===== src/rtl/pipeline_pkg.sv =====
// rtl/pipeline_pkg.sv - shared pipeline types: data width, M-extension op codes, mul/div FSM states
package pipeline;

  localparam int XLEN = 32;

  // Encodings match funct3 of the RISC-V M extension, so decode can cast directly.
  typedef enum logic [2:0] {
    OP_MUL    = 3'b000,
    OP_MULH   = 3'b001,
    OP_MULHSU = 3'b010,
    OP_MULHU  = 3'b011,
    OP_DIV    = 3'b100,
    OP_DIVU   = 3'b101,
    OP_REM    = 3'b110,
    OP_REMU   = 3'b111
  } muldiv_op_e;

  typedef enum logic [1:0] {
    MD_IDLE,
    MD_CALC,
    MD_SIGN,
    MD_DONE
  } muldiv_state_e;

endpackage


===== src/rtl/muldiv_step.sv =====
// rtl/muldiv_step.sv - one radix-2 iteration: shift-add multiply or restoring shift-subtract divide
module muldiv_step
  import pipeline::*;
#(
  parameter int XLEN = pipeline::XLEN
) (
  input  logic              div_i,
  input  logic [XLEN-1:0]   operand_i,
  input  logic [2*XLEN-1:0] acc_i,
  output logic [2*XLEN-1:0] acc_o
);

  // acc_i is {partial product, multiplier} for multiply and {remainder, dividend/quotient} for divide.
  logic [XLEN:0] sum;
  logic [XLEN:0] shifted;
  logic [XLEN:0] trial;

  always_comb begin
    sum     = {1'b0, acc_i[2*XLEN-1:XLEN]} + (acc_i[0] ? {1'b0, operand_i} : '0);
    shifted = acc_i[2*XLEN-1:XLEN-1];
    trial   = shifted - {1'b0, operand_i};
    if (div_i) begin
      if (trial[XLEN]) acc_o = {shifted[XLEN-1:0], acc_i[XLEN-2:0], 1'b0};
      else             acc_o = {trial[XLEN-1:0], acc_i[XLEN-2:0], 1'b1};
    end else begin
      acc_o = {sum, acc_i[XLEN-1:1]};
    end
  end

endmodule


===== src/rtl/muldiv_seq.sv =====
// rtl/muldiv_seq.sv - sequential RISC-V M-extension multiply/divide unit with valid/ready handshakes
module muldiv_seq
  import pipeline::*;
#(
  parameter int XLEN = pipeline::XLEN
) (
  input  logic            clk,
  input  logic            rst_n,
  input  logic            flush,
  input  logic            start_valid,
  output logic            start_ready,
  input  logic [2:0]      funct3,
  input  logic [XLEN-1:0] operand_1,
  input  logic [XLEN-1:0] operand_2,
  output logic            result_valid,
  input  logic            result_ready,
  output logic [XLEN-1:0] result
);

  localparam logic [XLEN-1:0] MIN_NEG = {1'b1, {(XLEN-1){1'b0}}};

  muldiv_state_e     state_q, state_d;
  muldiv_op_e        op_q, op_d;
  logic [4:0]        cnt_q, cnt_d;
  logic              neg_q, neg_d;
  logic [XLEN-1:0]   opnd_q, opnd_d;
  logic [2*XLEN-1:0] acc_q, acc_d;
  logic [XLEN-1:0]   res_q, res_d;
  logic              valid_q, valid_d;

  muldiv_op_e        op_in;
  logic              sgn1, sgn2, neg_in, div_in, div_zero, div_ovf, op_is_div;
  logic [XLEN-1:0]   mag1, mag2, special_res, quo_fix, rem_fix, sign_word;
  logic [2*XLEN-1:0] step_acc, prod_fix;

  assign op_in     = muldiv_op_e'(funct3);
  assign div_in    = funct3[2];
  assign op_is_div = op_q inside {OP_DIV, OP_DIVU, OP_REM, OP_REMU};

  always_comb begin
    sgn1 = 1'b0;
    sgn2 = 1'b0;
    unique case (op_in)
      OP_MUL, OP_MULH, OP_DIV, OP_REM: begin
        sgn1 = operand_1[XLEN-1];
        sgn2 = operand_2[XLEN-1];
      end
      OP_MULHSU: sgn1 = operand_1[XLEN-1];
      default: ;
    endcase
  end

  assign mag1     = sgn1 ? -operand_1 : operand_1;
  assign mag2     = sgn2 ? -operand_2 : operand_2;
  assign neg_in   = (op_in == OP_REM) ? sgn1 : (sgn1 ^ sgn2);
  assign div_zero = div_in && (operand_2 == '0);
  assign div_ovf  = (op_in == OP_DIV || op_in == OP_REM) && (operand_1 == MIN_NEG) && (&operand_2);

  // funct3[1] separates REM/REMU from DIV/DIVU within the divide group.
  always_comb begin
    if (div_zero) special_res = funct3[1] ? operand_1 : '1;
    else          special_res = funct3[1] ? '0 : MIN_NEG;
  end

  muldiv_step #(.XLEN(XLEN)) u_step (
    .div_i     (op_is_div),
    .operand_i (opnd_q),
    .acc_i     (acc_q),
    .acc_o     (step_acc)
  );

  always_comb begin
    prod_fix = neg_q ? -acc_q : acc_q;
    quo_fix  = neg_q ? -acc_q[XLEN-1:0] : acc_q[XLEN-1:0];
    rem_fix  = neg_q ? -acc_q[2*XLEN-1:XLEN] : acc_q[2*XLEN-1:XLEN];
    unique case (op_q)
      OP_MUL:                      sign_word = prod_fix[XLEN-1:0];
      OP_MULH, OP_MULHSU, OP_MULHU: sign_word = prod_fix[2*XLEN-1:XLEN];
      OP_DIV, OP_DIVU:             sign_word = quo_fix;
      default:                     sign_word = rem_fix;
    endcase
  end

  assign start_ready  = (state_q == MD_IDLE) && !flush;
  assign result_valid = valid_q;
  assign result       = valid_q ? res_q : '0;

  always_comb begin
    state_d = state_q;
    op_d    = op_q;
    cnt_d   = cnt_q;
    neg_d   = neg_q;
    opnd_d  = opnd_q;
    acc_d   = acc_q;
    res_d   = res_q;
    valid_d = valid_q;
    unique case (state_q)
      MD_IDLE: begin
        if (start_valid && start_ready) begin
          op_d  = op_in;
          neg_d = neg_in;
          cnt_d = '0;
          if (div_zero || div_ovf) begin
            res_d   = special_res;
            state_d = MD_DONE;
          end else begin
            opnd_d  = div_in ? mag2 : mag1;
            acc_d   = {{XLEN{1'b0}}, div_in ? mag1 : mag2};
            state_d = MD_CALC;
          end
        end
      end
      MD_CALC: begin
        acc_d = step_acc;
        cnt_d = cnt_q + 5'd1;
        if (cnt_q == 5'd31) state_d = MD_SIGN;
      end
      MD_SIGN: begin
        res_d   = sign_word;
        state_d = MD_DONE;
      end
      default: begin
        // result_valid rises one cycle after DONE is entered and drops on the handshake edge.
        if (valid_q && result_ready) begin
          valid_d = 1'b0;
          state_d = MD_IDLE;
        end else begin
          valid_d = 1'b1;
        end
      end
    endcase
    if (flush) begin
      state_d = MD_IDLE;
      valid_d = 1'b0;
    end
  end

  always_ff @(posedge clk or negedge rst_n) begin
    if (!rst_n) begin
      state_q <= MD_IDLE;
      op_q    <= OP_MUL;
      cnt_q   <= '0;
      neg_q   <= 1'b0;
      opnd_q  <= '0;
      acc_q   <= '0;
      res_q   <= '0;
      valid_q <= 1'b0;
    end else begin
      state_q <= state_d;
      op_q    <= op_d;
      cnt_q   <= cnt_d;
      neg_q   <= neg_d;
      opnd_q  <= opnd_d;
      acc_q   <= acc_d;
      res_q   <= res_d;
      valid_q <= valid_d;
    end
  end

endmodule


===== config.mk =====
export PLATFORM = sky130hd
export DESIGN_NAME = muldiv_seq
export DESIGN_NICKNAME = d
export VERILOG_FILES = /design/src/rtl/pipeline_pkg.sv /design/src/rtl/muldiv_step.sv /design/src/rtl/muldiv_seq.sv
export SDC_FILE = /design/constraint.sdc
export NUM_CORES = 1
export LEC_CHECK = 0
export CAP_MARGIN = 0
export CORE_ASPECT_RATIO = 0.7
export CORE_UTILIZATION = 60
export CTS_CLUSTER_SIZE = 20
export DETAILED_ROUTE_END_ITERATION = 16
export PLACE_DENSITY_LB_ADDON = 0.25
export SYNTH_ARGS = -nofsm -noshare
export SYNTH_HDL_FRONTEND = slang
export SYNTH_SLANG_ARGS = --single-unit

===== constraint.sdc =====
create_clock -name clk -period 4.9 [get_ports clk]
set_input_delay 0.49 -clock clk [delete_from_list [all_inputs] [get_ports clk]]
set_output_delay 0.49 -clock clk [all_outputs]
set_load 0.01 [all_outputs]

==> results.toml, run 1 <==
[sta]
maxSlewHeadroom_pct = 33.0
rsz0062_at_grt = "no"
final.period_utilization_pct = 85.3
fin_ws_ns = 0.720
slew_viol_final = 0
skew_ns = 0.0134
worst_pin_slew_ns = 1.01
setup_violations = 0
fmax_ghz = 0.239
period_needed_ns = 4.18
hold_viol_final = 0
fin_tns_setup_ns = 0

[global_routing]
grt_pass1_vias = 14400
antenna_found_initial = 2
gr-total-overflow = 0
use_met1_pct = 63.5
grt_max_degree = 71
grt_pass1_wl_um = 83600
grtUsageTotal_pct = 42.9
grtUsageMet2_pct = 57.5
use_met3_pct = 13.8
busiest_layer = "met1"

[drt]
routed_via_density = 6.92
totalWireLength_um = 55000
drt_first_pass_iters = 7
ant_nets = 0
drt_iter0_markers = 3029
drt-wirelength-per-cell_um = 23.2
drc_errors = 0
vias = 16400

[clock_tree]
cts_resized = 0
clock_sinks = 140
cts_tree = "built"
postCtsSetupBuffers = 0
cts-root-buf = "clkbuf_16"
cts_htree_levels = 4
clk_pin_slew_ns = 0.07
cts_buffers = 17
clkLatencyLatePin_ns = 0.46
hold_buffers = 0
clk_path_buf_depth = 2

[final_layout]
area_growth_pct = 12.3
layout_commonest_cell = "nor2_1"
multi_input_area_mm2 = 0.0107
fin_util_pct = 69.8
n_fill_cell = 1990
seq_area_mm2 = 0.00351
layout-drive-gt1-share_pct = 6.62
final_area_mm2 = 0.0167
finalNetCount = 2190
instances_no_fill = 2373
layout_common_cells = "nor2_1 (227), nand2_1 (207), a21oi_1 (203)"

[yosys]
synth_top_family_by_area = "compound AO/OA/AOI/OAI gates"
synth-compound-area-share_pct = 28.8
synth_edf_count = 0
ys_types = 82
synth-adder-area-share_pct = 6.56
seq_area_frac_synth_pct = 23.5
synth-async-reset-ratio_pct = 100
yosys.area_share.simple_pct = 21.2
ys_seq_elements = 140
ys_warn_count = 0
muxShareOfSynthArea_pct = 4.74
synth_xor_area_share_pct = 9.86
syn_avg_cell_area_um2 = 7.43
netlist_instances = 2008
syn_area_mm2 = 0.0149
synth_top_flop_cell = "dfrtp_1"
synth_nets = 2157

[power]
power_density_mw_per_mm2 = 734
comb_power_share_pct = 68.6
max-vdd-ir-drop_mv = 0.969
pwr-share-clk_pct = 11.3
switching_share_pct = 54.7
p_seq_share_pct = 20.1
p_int_uw = 5580
p_leak_uw = 0.00703
switching_power_uw = 6720

[worst_setup_path]
r2r-end = "acc_q[60]"
cp.required_ns = 5.22
rr_startpoint = "acc_q[0]"
end_kind = "flip-flop"
crit_type = "flip-flop to flip-flop"
critPathLaunchType = "flip-flop"
rrSetupSlack_ns = 0.72
reg2reg_depth = 13
cp.arrival_ns = 4.50
critPathMaxFanout = 20

[floorplan]
die_area_mm2 = 0.0255
ios = 106
die-height_um = 134
core_area_mm2 = 0.0240
die_w_um = 190
initial_core_util_pct = 62.2
std_cell_rows = 47

[run_status]
status = "complete, no violations"

[place]
dp_cells = 2340
dpl.hpwl_um = 42300
port_buffers = 105
placed_area_mm2 = 0.0161
routabilityCongestion = 1.05
pre_cts_slack_ns = 0.763

[flow_run]
cap_violations = 0

[worst_hold_path]
hp-class = "input pin to asynchronous set/reset pin"
-- layout make-up --
class	count	share of cell area, %
antenna	1	0.0149
clock buffer	17	2.54
clock inverter	15	1.04
inverter	78	1.75
multi-input combinational	1668	63.6
sequential	140	20.9
tap	318	2.38
timing repair buffer	136	7.73
-- Yosys cell counts (17+ instances only) --
master / count / area [um2]
nor2_1: 227 / 852
nand2_1: 207 / 777
a21oi_1: 203 / 1020
o21ai_0: 187 / 936
dfrtp_1: 140 / 3500
xnor2_1: 96 / 841
clkbuf_1: 93 / 349
inv_1: 76 / 285
ha_1: 75 / 938
xor2_1: 72 / 631
and2_1: 47 / 294
mux2i_1: 38 / 380
a211oi_1: 36 / 270
a21o_1: 33 / 248
nor3_1: 30 / 150
mux2_2: 29 / 327
o31ai_1: 29 / 218
nand3_1: 22 / 110
o21a_1: 21 / 158
nand4_1: 20 / 125
o211ai_1: 20 / 150
a22oi_1: 19 / 143
a31oi_1: 18 / 113
o41ai_1: 18 / 158
or3_1: 17 / 106
-- registers in the layout, summed over array words and instances, names as in the netlist --
| register | cells |
|---|---|
| neg_q | 1 |
| cnt_q | 5 |
| acc_q | 64 |
| state_q | 2 |
| result_valid | 1 |
| op_q | 3 |
| res_q | 32 |
| opnd_q | 32 |
-- power groups by stage --
stage	sequential, uW	clock [uW]	combinational, uW
after floorplan	2010	0	6210
after global placement	2380	0	7870
after detailed placement	2420	0	8040
after CTS	2400	1380	8110
after global routing	2500	1430	9060
final	2470	1390	8440
-- per-stage QoR --
step | hold WS, ns | total power (uW)
after floorplan | 0.194 | 8220
after global placement | 0.454 | 10200
after detailed placement | 0.458 | 10500
after CTS | 0.0740 | 11900
after global routing | 0.106 | 13000
final | 0.0444 | 12300
-- worst max-delay path, stage by stage, from the launching register on --
cell       delay, ns
dfrtp_1         0.46
inv_1           0.37
buf_4           0.34
nor2_1          0.09
ha_1            0.34
a21o_1          0.22
a2111oi_0       0.48
a21oi_1         0.14
a311oi_1        0.77
o21a_1          0.25
a21oi_1         0.10
a31oi_1         0.21
xor2_1          0.17
o211ai_1        0.10
-- worst max path at each step --
stage,start,to,slack [ns],cells past startpoint
2_1_floorplan,acc_q[0],acc_q[58],1.65,13
3_3_place_gp,operand_1[0],res_q[27],0.85,11
3_5_place_dp,operand_1[0],acc_q[63],0.76,13
4_1_cts,acc_q[31],acc_q[61],0.85,13
5_1_grt,acc_q[0],acc_q[58],0.39,13
6_report,acc_q[0],acc_q[60],0.72,13
-- kinds of logic (layout without fill, tap and decap cells) --
| logic type | after synthesis | count (layout) |
|---|---|---|
| flops | 140 | 140 |
| xor+xnor | 168 | 168 |
| mux | 67 | 67 |
| fa+ha+maj | 77 | 77 |
| simple gates | 667 | 667 |
| other cells | 0 | 1 |
| buf+inv | 200 | 246 |
| compound gates | 689 | 689 |
-- per-layer routing --
layer	vias to the layer above	wire length, um	part of all wire [%]
met5	-	12	0.022
met4	2	1940	3.5
met1	7688	22800	42
met2	1275	21700	39
met3	146	8550	16
li1	7300	-	-
(Power assumes the default switching activity.)
==> inputs of run 2 (changes only) <==
- CORE_ASPECT_RATIO: 0.7 -> 1.5
- CTS_BUF_LIST: unset -> sky130_fd_sc_hd__clkbuf_8
- RECOVER_POWER: unset -> 100
==> results.toml, run 2 (synthesized netlist as in run 1, its figures left out) <==
[run_status]
status = "finished, violations left"
violations = "max-capacitance violations, max-slew violations"

[drt]
drt_first_pass_iters = 6
drt-wirelength-per-cell_um = 23.5
totalWireLength_um = 55900
routed_via_density = 6.70
ant_nets = 0
drc_errors = 0
vias = 15900
drt_iter0_markers = 1441

[clock_tree]
clk_pin_slew_ns = 0.10
cts_buffers = 17
clock_sinks = 140
cts_resized = 0
cts_htree_levels = 4
postCtsSetupBuffers = 0
clk_path_buf_depth = 2
clkLatencyLatePin_ns = 0.50
cts_tree = "built"
cts-root-buf = "clkbuf_8"
hold_buffers = 0

[global_routing]
use_met1_pct = 47.9
grtUsageTotal_pct = 45.0
gr-total-overflow = 0
busiest_layer = "met2"
antenna_found_initial = 1
grt_max_degree = 114
grtUsageMet2_pct = 73.9
grt_pass1_wl_um = 86200
use_met3_pct = 11.7
grt_pass1_vias = 15500

[worst_setup_path]
cp.depth = 14
crit_path_frequent_cell = "o21ai_0"
critPathMaxFanout = 22
cp_num_buf_inv = 2
cp.required_ns = 5.32
reg2reg_depth = 14
cp.arrival_ns = 4.90
cp_slowest_cell = "o21bai_1"
end_kind = "flip-flop"
critPathLaunchType = "flip-flop"
crit_family = "compound AO/OA/AOI/OAI gates"
crit_type = "flip-flop to flip-flop"
critPathMaxStageDelay_ns = 0.62
path_cells = "inv_1, buf_4, nor2_1, ha_1, o21ai_0, o21ai_0, nand4b_1, o21bai_1, a311oi_1, o211a_1, o21ai_0, xor2_1, mux2i_1, o21ai_0"

[final_layout]
finalNetCount = 2193
seq_area_mm2 = 0.00351
layout-drive-gt1-share_pct = 6.51
layout_commonest_cell = "nor2_1"
final_area_mm2 = 0.0165
n_fill_cell = 2174
instances_no_fill = 2381
largest_reg_flops = 64
n_antenna_cell = 0
area_growth_pct = 10.7
reg_top3 = "acc_q (64), opnd_q (32), res_q (32)"
regMostFlops = "acc_q"
multi_input_area_mm2 = 0.0106
layout_common_cells = "nor2_1 (227), nand2_1 (207), a21oi_1 (203)"

[floorplan]
die-height_um = 195
ios = 106
die_area_mm2 = 0.0255
die_w_um = 131
initial_core_util_pct = 61.0
std_cell_rows = 70
core_area_mm2 = 0.0244

[sta]
maxSlewHeadroom_pct = -80.4
slew_viol_final = 100
skew_ns = 0.0117
final.period_utilization_pct = 91.4
rsz0062_at_grt = "no"
fin_tns_setup_ns = 0
worst_pin_slew_ns = 2.71
hold_viol_final = 0
period_needed_ns = 4.48
timing.hold.ws_ns = 0.485
setup_violations = 0
fin_ws_ns = 0.422
fmax_ghz = 0.223

[power]
power_density_mw_per_mm2 = 721
p_leak_uw = 0.00696
max-vdd-ir-drop_mv = 0.385

[place]
routabilityCongestion = 1.06
pre_cts_slack_ns = 0.693
placed_area_mm2 = 0.0162
port_buffers = 105
dp_cells = 2349
dpl.hpwl_um = 43100

[flow_run]
cap_violations = 1

[worst_hold_path]
hp-class = "flip-flop to flip-flop"
whs_path_depth = 1
[run 2: cell types whose count changed in the layout (fill, tap and decap cells not counted), moves of 6 or more]
cell | previous run | this run
and2_0 | 0 | 27
and2_1 | 47 | 20
clkbuf_16 | 17 | 0
clkbuf_8 | 0 | 17
clkdlybuf4s50_1 | 103 | 93
dlygate4sd3_1 | 0 | 10
clkbuf_2 | 0 | 6
[run 2: worst register-to-register path, cell delays in order, from the launching register on]
cell and delay [ns]:
dfrtp_1 0.47, inv_1 0.35, buf_4 0.37, nor2_1 0.10
ha_1 0.36, o21ai_0 0.14, o21ai_0 0.30, nand4b_1 0.19
o21bai_1 0.62, a311oi_1 0.37, o211a_1 0.37, o21ai_0 0.24
xor2_1 0.26, mux2i_1 0.11, o21ai_0 0.16
[run 2: routing by layer]
layer | wire (um) | vias up
met5 | 18 | -
met4 | 4850 | 2
met3 | 4540 | 269
met2 | 26600 | 857
met1 | 19900 | 7523
li1 | - | 7294
[run 2: area by class of cell]
type                            instances  share of cell area (%)
Clock buffer                           17                    1.42
Clock inverter                         15                    1.06
Inverter                               78                    1.77
Multi-Input combinational cell       1668                    64.2
Sequential cell                       140                    21.2
Tap cell                              324                    2.45
Timing Repair Buffer                  139                    7.86
[run 2: final timing paths]
check	startpoint	to	slack, ns
min in group asynchronous	rst_n	opnd_q[26]	0.75
setup reg to reg	acc_q[0]	acc_q[58]	0.42
hold / removal	res_q[28]	res_q[28]	0.48
hold reg to reg	res_q[28]	res_q[28]	0.48
setup / recovery	acc_q[0]	acc_q[58]	0.42
max in group asynchronous	rst_n	opnd_q[18]	1.80
[run 2: report_power, final]
group | leakage, uW | switching, uW | internal [uW]
clock network | 0.000205 | 560 | 472
logic | 0.00497 | 5340 | 3180
registers | 0.00178 | 745 | 1620
[run 2: per-stage QoR]
stage	utilization (%)	power, uW
after global placement	66.2	10400
after CTS	67.9	11600
final	67.6	11900
after detailed placement	66.2	10500
after floorplan	-	8220
after global routing	67.6	12800
==> inputs of run 3 (changes only) <==
- SETUP_SLACK_MARGIN: unset -> 0.02
==> results of run 3 <==
Same layout as run 2: the final DEF is identical, and so are final timing and power.
